File: src/rtl/sha256_pkg.sv
`default_nettype none
// +--------------------------------------------------------------------+
// | sha256_pkg : shared widths, host FSM states and address helper     |
// | Revision   : 1.0                                                   |
// +--------------------------------------------------------------------+
package sha256_pkg;

  localparam int BlockWidth  = 512;
  localparam int DigestWidth = 256;

  typedef enum logic [2:0] {
    ST_IDLE     = 3'd0,
    ST_WRITE    = 3'd1,
    ST_RESP     = 3'd2,
    ST_PROCESS  = 3'd3,
    ST_WAIT_DIG = 3'd4,
    ST_OUTPUT   = 3'd5
  } host_state_e;

  // Byte address of block word k; callers truncate to their bus width.
  function automatic logic [63:0] word_addr(input logic [63:0] base,
                                            input int unsigned k,
                                            input int unsigned bytes);
    return base + 64'(k) * 64'(bytes);
  endfunction

endpackage
`default_nettype wire

File: src/rtl/sha256_host_driver.sv
`default_nettype none
// +--------------------------------------------------------------------+
// | sha256_host_driver : splits a 512-bit block into bus writes, kicks |
// | the sha256 core and forwards its digest downstream.                |
// | Revision           : 1.0                                           |
// +--------------------------------------------------------------------+
module sha256_host_driver
  import sha256_pkg::*;
#(
  parameter bit                   SHA224     = 1'b0,
  parameter int                   DataWidth  = 64,
  parameter int                   AddrWidth  = 32,
  parameter int                   DataBytes  = DataWidth >> 3,
  parameter logic [AddrWidth-1:0] BaseAddr   = '0,
  parameter int                   DigTimeout = 1024
) (
  input  logic                   clk_i,
  input  logic                   rst_i,
  input  logic                   blk_valid_i,
  output logic                   blk_ready_o,
  input  logic [BlockWidth-1:0]  blk_data_i,
  output logic [DigestWidth-1:0] digest_o,
  output logic                   digest_valid_o,
  input  logic                   digest_ready_i,
  output logic                   error_o,
  output logic [DataWidth-1:0]   m_reqdata_o,
  output logic [AddrWidth-1:0]   m_reqaddr_o,
  output logic                   m_reqvalid_o,
  output logic                   m_reqwrite_o,
  input  logic                   m_reqready_i,
  output logic [DataBytes-1:0]   m_reqstrobe_o,
  output logic                   m_rspready_o,
  input  logic                   m_rspvalid_i,
  input  logic [DataWidth-1:0]   m_rspdata_i,
  input  logic                   m_rsperror_i,
  output logic                   sha_process_o,
  output logic                   sha_digestack_o,
  input  logic [DigestWidth-1:0] sha_digest_i,
  input  logic                   sha_digestvalid_i
);

  localparam int NumWords = BlockWidth / DataWidth;
  localparam int KW       = (NumWords > 1) ? $clog2(NumWords) : 1;
  localparam logic [KW-1:0] c_last = KW'(NumWords - 1);
  localparam logic [DigestWidth-1:0] c_dig_mask =
    SHA224 ? {32'h0, {224{1'b1}}} : {DigestWidth{1'b1}};

  host_state_e            r_state;
  host_state_e            w_state_nxt;
  logic [BlockWidth-1:0]  r_block;
  logic [KW-1:0]          r_k;
  logic [31:0]            r_tmo;
  logic [DigestWidth-1:0] r_digest;

  logic [8:0]             w_lsb;
  logic [DataWidth-1:0]   w_word;
  logic [63:0]            w_addr64;
  logic                   w_rsp_now;
  logic                   w_rsp_ok;
  logic                   w_rsp_err;
  logic                   w_last;
  logic                   w_tmo_hit;
  logic                   w_unused;

  // Word 0 sits in the top bits of the block, so the select walks downward.
  assign w_lsb    = 9'(BlockWidth - DataWidth) - 9'(r_k) * 9'(DataWidth);
  assign w_word   = r_block[w_lsb +: DataWidth];
  assign w_addr64 = word_addr(64'(BaseAddr), 32'(r_k), 32'(DataBytes));

  // A response arriving together with the request accept completes the word.
  assign w_rsp_now = ((r_state == ST_WRITE) && m_reqready_i && m_rspvalid_i) ||
                     ((r_state == ST_RESP) && m_rspvalid_i);
  assign w_rsp_err = w_rsp_now && m_rsperror_i;
  assign w_rsp_ok  = w_rsp_now && !m_rsperror_i;
  assign w_last    = (r_k == c_last);
  assign w_tmo_hit = (DigTimeout != 0) && (r_tmo == 32'(DigTimeout - 1));

  assign digest_o  = r_digest;
  assign w_unused  = ^{m_rspdata_i, w_addr64};

  always_ff @(posedge clk_i) begin
    if (rst_i) begin
      r_state  <= ST_IDLE;
      r_block  <= '0;
      r_k      <= '0;
      r_tmo    <= '0;
      r_digest <= '0;
    end else begin
      r_state <= w_state_nxt;
      case (r_state)
        ST_IDLE: begin
          if (blk_valid_i) begin
            r_block <= blk_data_i;
            r_k     <= '0;
          end
        end
        ST_WRITE, ST_RESP: begin
          if (w_rsp_ok && !w_last) r_k <= r_k + KW'(1);
        end
        ST_PROCESS: r_tmo <= '0;
        ST_WAIT_DIG: begin
          r_tmo <= r_tmo + 32'd1;
          if (sha_digestvalid_i) r_digest <= sha_digest_i & c_dig_mask;
        end
        default: ;
      endcase
    end
  end

  always_comb begin
    w_state_nxt     = r_state;
    blk_ready_o     = 1'b0;
    digest_valid_o  = 1'b0;
    error_o         = 1'b0;
    m_reqdata_o     = '0;
    m_reqaddr_o     = '0;
    m_reqvalid_o    = 1'b0;
    m_reqwrite_o    = 1'b0;
    m_reqstrobe_o   = '0;
    m_rspready_o    = 1'b0;
    sha_process_o   = 1'b0;
    sha_digestack_o = 1'b0;
    case (r_state)
      ST_IDLE: begin
        blk_ready_o = !rst_i;
        if (blk_valid_i) w_state_nxt = ST_WRITE;
      end
      ST_WRITE, ST_RESP: begin
        m_rspready_o = 1'b1;
        error_o      = w_rsp_err;
        if (r_state == ST_WRITE) begin
          m_reqvalid_o  = 1'b1;
          m_reqwrite_o  = 1'b1;
          m_reqstrobe_o = '1;
          m_reqdata_o   = w_word;
          m_reqaddr_o   = w_addr64[AddrWidth-1:0];
        end
        if (w_rsp_err)                                w_state_nxt = ST_IDLE;
        else if (w_rsp_ok)                            w_state_nxt = w_last ? ST_PROCESS : ST_WRITE;
        else if (r_state == ST_WRITE && m_reqready_i) w_state_nxt = ST_RESP;
      end
      ST_PROCESS: begin
        sha_process_o = 1'b1;
        w_state_nxt   = ST_WAIT_DIG;
      end
      ST_WAIT_DIG: begin
        // A digest arriving on the timeout cycle still wins.
        if (sha_digestvalid_i) begin
          w_state_nxt = ST_OUTPUT;
        end else if (w_tmo_hit) begin
          error_o     = 1'b1;
          w_state_nxt = ST_IDLE;
        end
      end
      ST_OUTPUT: begin
        digest_valid_o  = 1'b1;
        sha_digestack_o = digest_ready_i;
        if (digest_ready_i) w_state_nxt = ST_IDLE;
      end
      default: w_state_nxt = ST_IDLE;
    endcase
  end

endmodule
`default_nettype wire
File: config.mk
export PLATFORM = sky130hd
export DESIGN_NAME = sha256_host_driver
export DESIGN_NICKNAME = d
export VERILOG_FILES = /design/src/rtl/sha256_pkg.sv /design/src/rtl/sha256_host_driver.sv
export SDC_FILE = /design/constraint.sdc
export NUM_CORES = 2
export LEC_CHECK = 0
export CORE_AREA = 2 2 474 476
export CTS_CLUSTER_DIAMETER = 60
export DETAILED_ROUTE_END_ITERATION = 7
export DIE_AREA = 0 0 476 478
export GPL_ROUTABILITY_DRIVEN = 1
export PLACE_DENSITY = 0.43
export SETUP_SLACK_MARGIN = 0.15
export SLEW_MARGIN = 25
export SYNTH_ARGS = -nofsm -noshare
export SYNTH_HDL_FRONTEND = slang
export SYNTH_SLANG_ARGS = --single-unit
File: constraint.sdc
create_clock -name clk_i -period 5.64 [get_ports clk_i]
set_clock_uncertainty 0.2 [all_clocks]
set_input_delay 1.128 -clock clk_i [delete_from_list [all_inputs] [get_ports clk_i]]
set_output_delay 1.128 -clock clk_i [all_outputs]
set_load 0.02 [all_outputs]
==> run_results.csv <==
group,metric,value,unit
critical_path,start_kind,"flop",
routing,via_per_inst,3.934,
clock_tree,root_buffer,"clkbuf_16",
power_and_ir_drop,p_clk_share,42.6,%
power_and_ir_drop,powerDensity,355.3,nW/um^2
timing,finalSetupViolCount,0,
clock_tree,cts_setup_buffers,0,
routing,drtIter0Drc,2068,
timing,slew_headroom,27.45,%
placed_design,gp_congestion,0.8835,
synthesis,syn_area_per_cell,8.253,sq um
min_path,hold_path_class,"flop to flop",
floorplan,dieHeight,478,um
routing,drt-total-wl,176700,um
routing,ant_nets,0,
global_route,overflow,0,
global_route,grt_pass1_wl,239900,um
timing,maxSlewViolCount,0,
synthesis,synth-edff-count,0,
critical_path,crit_required,4.31,ns
synthesis,yosys_warnings,0,
power_and_ir_drop,p_leak,16.90,nW
global_route,antenna_found_initial,110,
finish,nets,5756,
routing,drc,0,
power_and_ir_drop,max-vdd-ir-drop,242.2,uV
synthesis,syn_inst,3946,
finish,nFillCells,24540,
timing,finalCritPeriodShare,89.56,%
clock_tree,tritoncts,"yes",
synthesis,synth_top_area_cell,"dfxtp_1",
floorplan,die_w,476,um
routing,via_count,31620,
synthesis,synth.distinct_cells,48,
synthesis,yosysTopAreaCellShare,49.55,%
clock_tree,cts_resized,0,
critical_path,worstSetupPathType,"flop to output pin",
power_and_ir_drop,p_sw_share,30.81,%
critical_path,cp_max_fo,23,
timing,max_freq,198.0,MHz
timing,fin_setup_tns,0,ns
clock_tree,hold_buffers,0,
power_and_ir_drop,p_int,0.01250,W
timing,worst_slew_pin_slew,1.088,ns
floorplan,io_pins,1208,
floorplan,fp.coreArea,223200,sq um
clock_tree,cts_sinks,806,
power_and_ir_drop,p_sw,0.005568,W
routing,dr.pass1.iters,7,
timing,rsz0062_at_grt,"no",
global_route,grtUsageTotal,14.81,%
timing,fin_ws,0.5886,ns
status,status,"finished clean",
clock_tree,h-tree-depth,3,
placed_design,place.port_buffers,1114,
critical_path,end_kind,"output pin",
clock_tree,cts_buffer_depth,3,
floorplan,start_util,14.59,%
finish,drive_gt1_share,8.159,%
global_route,grt_max_degree,198,
clock_tree,cts_buffers,116,
clock_tree,insertion_delay,0.75,ns
synthesis,ys_ff_latch,806,
critical_path,cp.arrival,3.72,ns
synthesis,async_reset_ff_share,0,%
power_and_ir_drop,seqPwrFrac,37.0,%
timing,finalHoldViolations,0,
clock_tree,clkSlewWorstSetupHoldPaths,0.05,ns
flow_run,drv_cap,0,
timing,fin_crit,5.051,ns
synthesis,synth_ff_type,"dfxtp_1",
placed_design,hpwlAfterDp,134500,um
synthesis,ys_seq_area_share,49.55,%
finish,syn2layout_area_growth,56.19,%
floorplan,die-area,227500,sq um
synthesis,yosys-top-cells-area,"dfxtp_1 50%, nand2_1 18%, a21oi_1 12%, mux4_2 8.9%, buf_2 2.1%",
placed_design,place_ws,1.135,ns
synthesis,netlist_area,32570,sq um
power_and_ir_drop,combPwrFrac,20.4,%
global_route,grt_pass1_vias,30460,
routing,wire_per_inst,21.99,um
floorplan,rows,174,
## routing by layer
layer,share of wire [%],vias up,track usage [%]
li1,-,15100,-
met4,2.7,48,4.818
met3,8.6,286,5.035
met5,0.17,-,0
met1,44,15120,19.34
met2,44,1067,22.69
## cells in the mapped netlist (2+ instances only)
cell type     n
a211oi_1      8
a21oi_1     790
and3_1        7
and4_1        4
buf_1         3
buf_2       135
buf_4        38
clkbuf_1    176
dfxtp_1     806
ha_1          3
inv_1        12
mux2_2       12
mux2i_1      64
mux4_2      128
nand2_1    1551
nand2b_1      3
nand3_1      13
nand3b_1      2
nand4_1      13
nor2_1       89
nor2b_1       3
nor3_1       12
nor3b_1      10
nor4_1       12
nor4b_1       2
o211ai_1      9
o21ai_0       3
o311ai_0      6
or3_1         8
or4_1         6
## power by group through the flow
| stage | Clock, W | Sequential [W] | Combinational (W) |
|---|---|---|---|
| 2_1_floorplan | 0 | 0.00670 | 0.00212 |
| 3_3_place_gp | 0 | 0.00677 | 0.00375 |
| 3_5_place_dp | 0 | 0.00680 | 0.00377 |
| 4_1_cts | 0.00798 | 0.00668 | 0.00379 |
| 5_1_grt | 0.00818 | 0.00675 | 0.00408 |
| 6_report | 0.00770 | 0.00668 | 0.00369 |
## layout make-up
| class | count | area, sq um | area share [%] |
|---|---|---|---|
| timing repair buffer | 1174 | 11870 | 23.34 |
| clock inverter | 55 | 740.7 | 1.456 |
| clock buffer | 163 | 3351 | 6.587 |
| multi-input combinational | 2803 | 14890 | 29.27 |
| tap | 2992 | 3744 | 7.360 |
| inverter | 12 | 45.04 | 0.08855 |
| sequential | 806 | 16150 | 31.74 |
| antenna | 32 | 80.08 | 0.1574 |
## final timing paths
kind	startpoint	slack (ns)	to	cells past startpoint
worst max-delay path	r_k[0]$_SDFFE_PP0P_	0.59	m_reqdata_o[24]	5
worst min register to register	r_block[54]$_SDFFE_PP0P_	0.25	r_block[54]$_SDFFE_PP0P_	2
worst max register to register	r_state[2]$_SDFFE_PP0P_	2.51	digest_o[193]$_SDFFE_PP0P_	6
worst min-delay path	r_block[54]$_SDFFE_PP0P_	0.25	r_block[54]$_SDFFE_PP0P_	2
## cell families after synthesis
group | synth area share (%)
multiplexers | 11.23
AND/OR/NAND/NOR | 21.00
buffers and inverters | 5.167
adder cells (fa/ha/maj) | 0.1153
flip-flops | 49.55
other | 0.01151
AO/OA/AOI/OAI | 12.92
## through the flow
step           hold slack (ns)  cell area [sq um]  util (%)  instances  power (W)
4_1_cts                 0.2521              50790     22.76       8005    0.01844
3_3_place_gp            0.2397              46690     20.92       7787    0.01052
3_5_place_dp            0.2437              46690     20.93       7787    0.01057
6_report                0.2504              50870     22.79       8037    0.01807
2_1_floorplan           0.2331              32670         -       3974   0.008823
5_1_grt                 0.2673              50830     22.78       8021    0.01902
## placed cells by master (no fill, tap or decap), types with 12 or more instances in the layout
cell type / Yosys / routed
mux4_2: 128 / 128
inv_1: 12 / 12
buf_4: 38 / 38
clkbuf_1: 176 / 21
buf_12: 0 / 21
clkbuf_8: 0 / 25
conb_1: 1 / 29
a21oi_1: 790 / 790
diode_2: 0 / 32
nand3_1: 13 / 13
mux2_2: 12 / 12
nor3_1: 12 / 12
inv_6: 0 / 12
clkdlybuf4s50_1: 0 / 1113
nor4_1: 12 / 12
clkbuf_16: 0 / 117
dfxtp_1: 806 / 803
mux2i_1: 64 / 64
nand2_1: 1551 / 1548
nor2_1: 89 / 89
nand4_1: 13 / 13
## sequential cells by signal (all words and copies together), names as in the netlist
name and flops:
r_block 512, r_tmo 32, digest_o 256, r_k 3
r_state 3
## worst max-delay path, stage by stage (launching register included)
cell             delay, ns
dfxtp_4               0.70
buf_12                0.27
mux4_2                0.52
mux2i_1               0.71
nor2_1                0.10
clkdlybuf4s50_1       0.57
No activity file was read; power rests on OpenSTA's default activity.
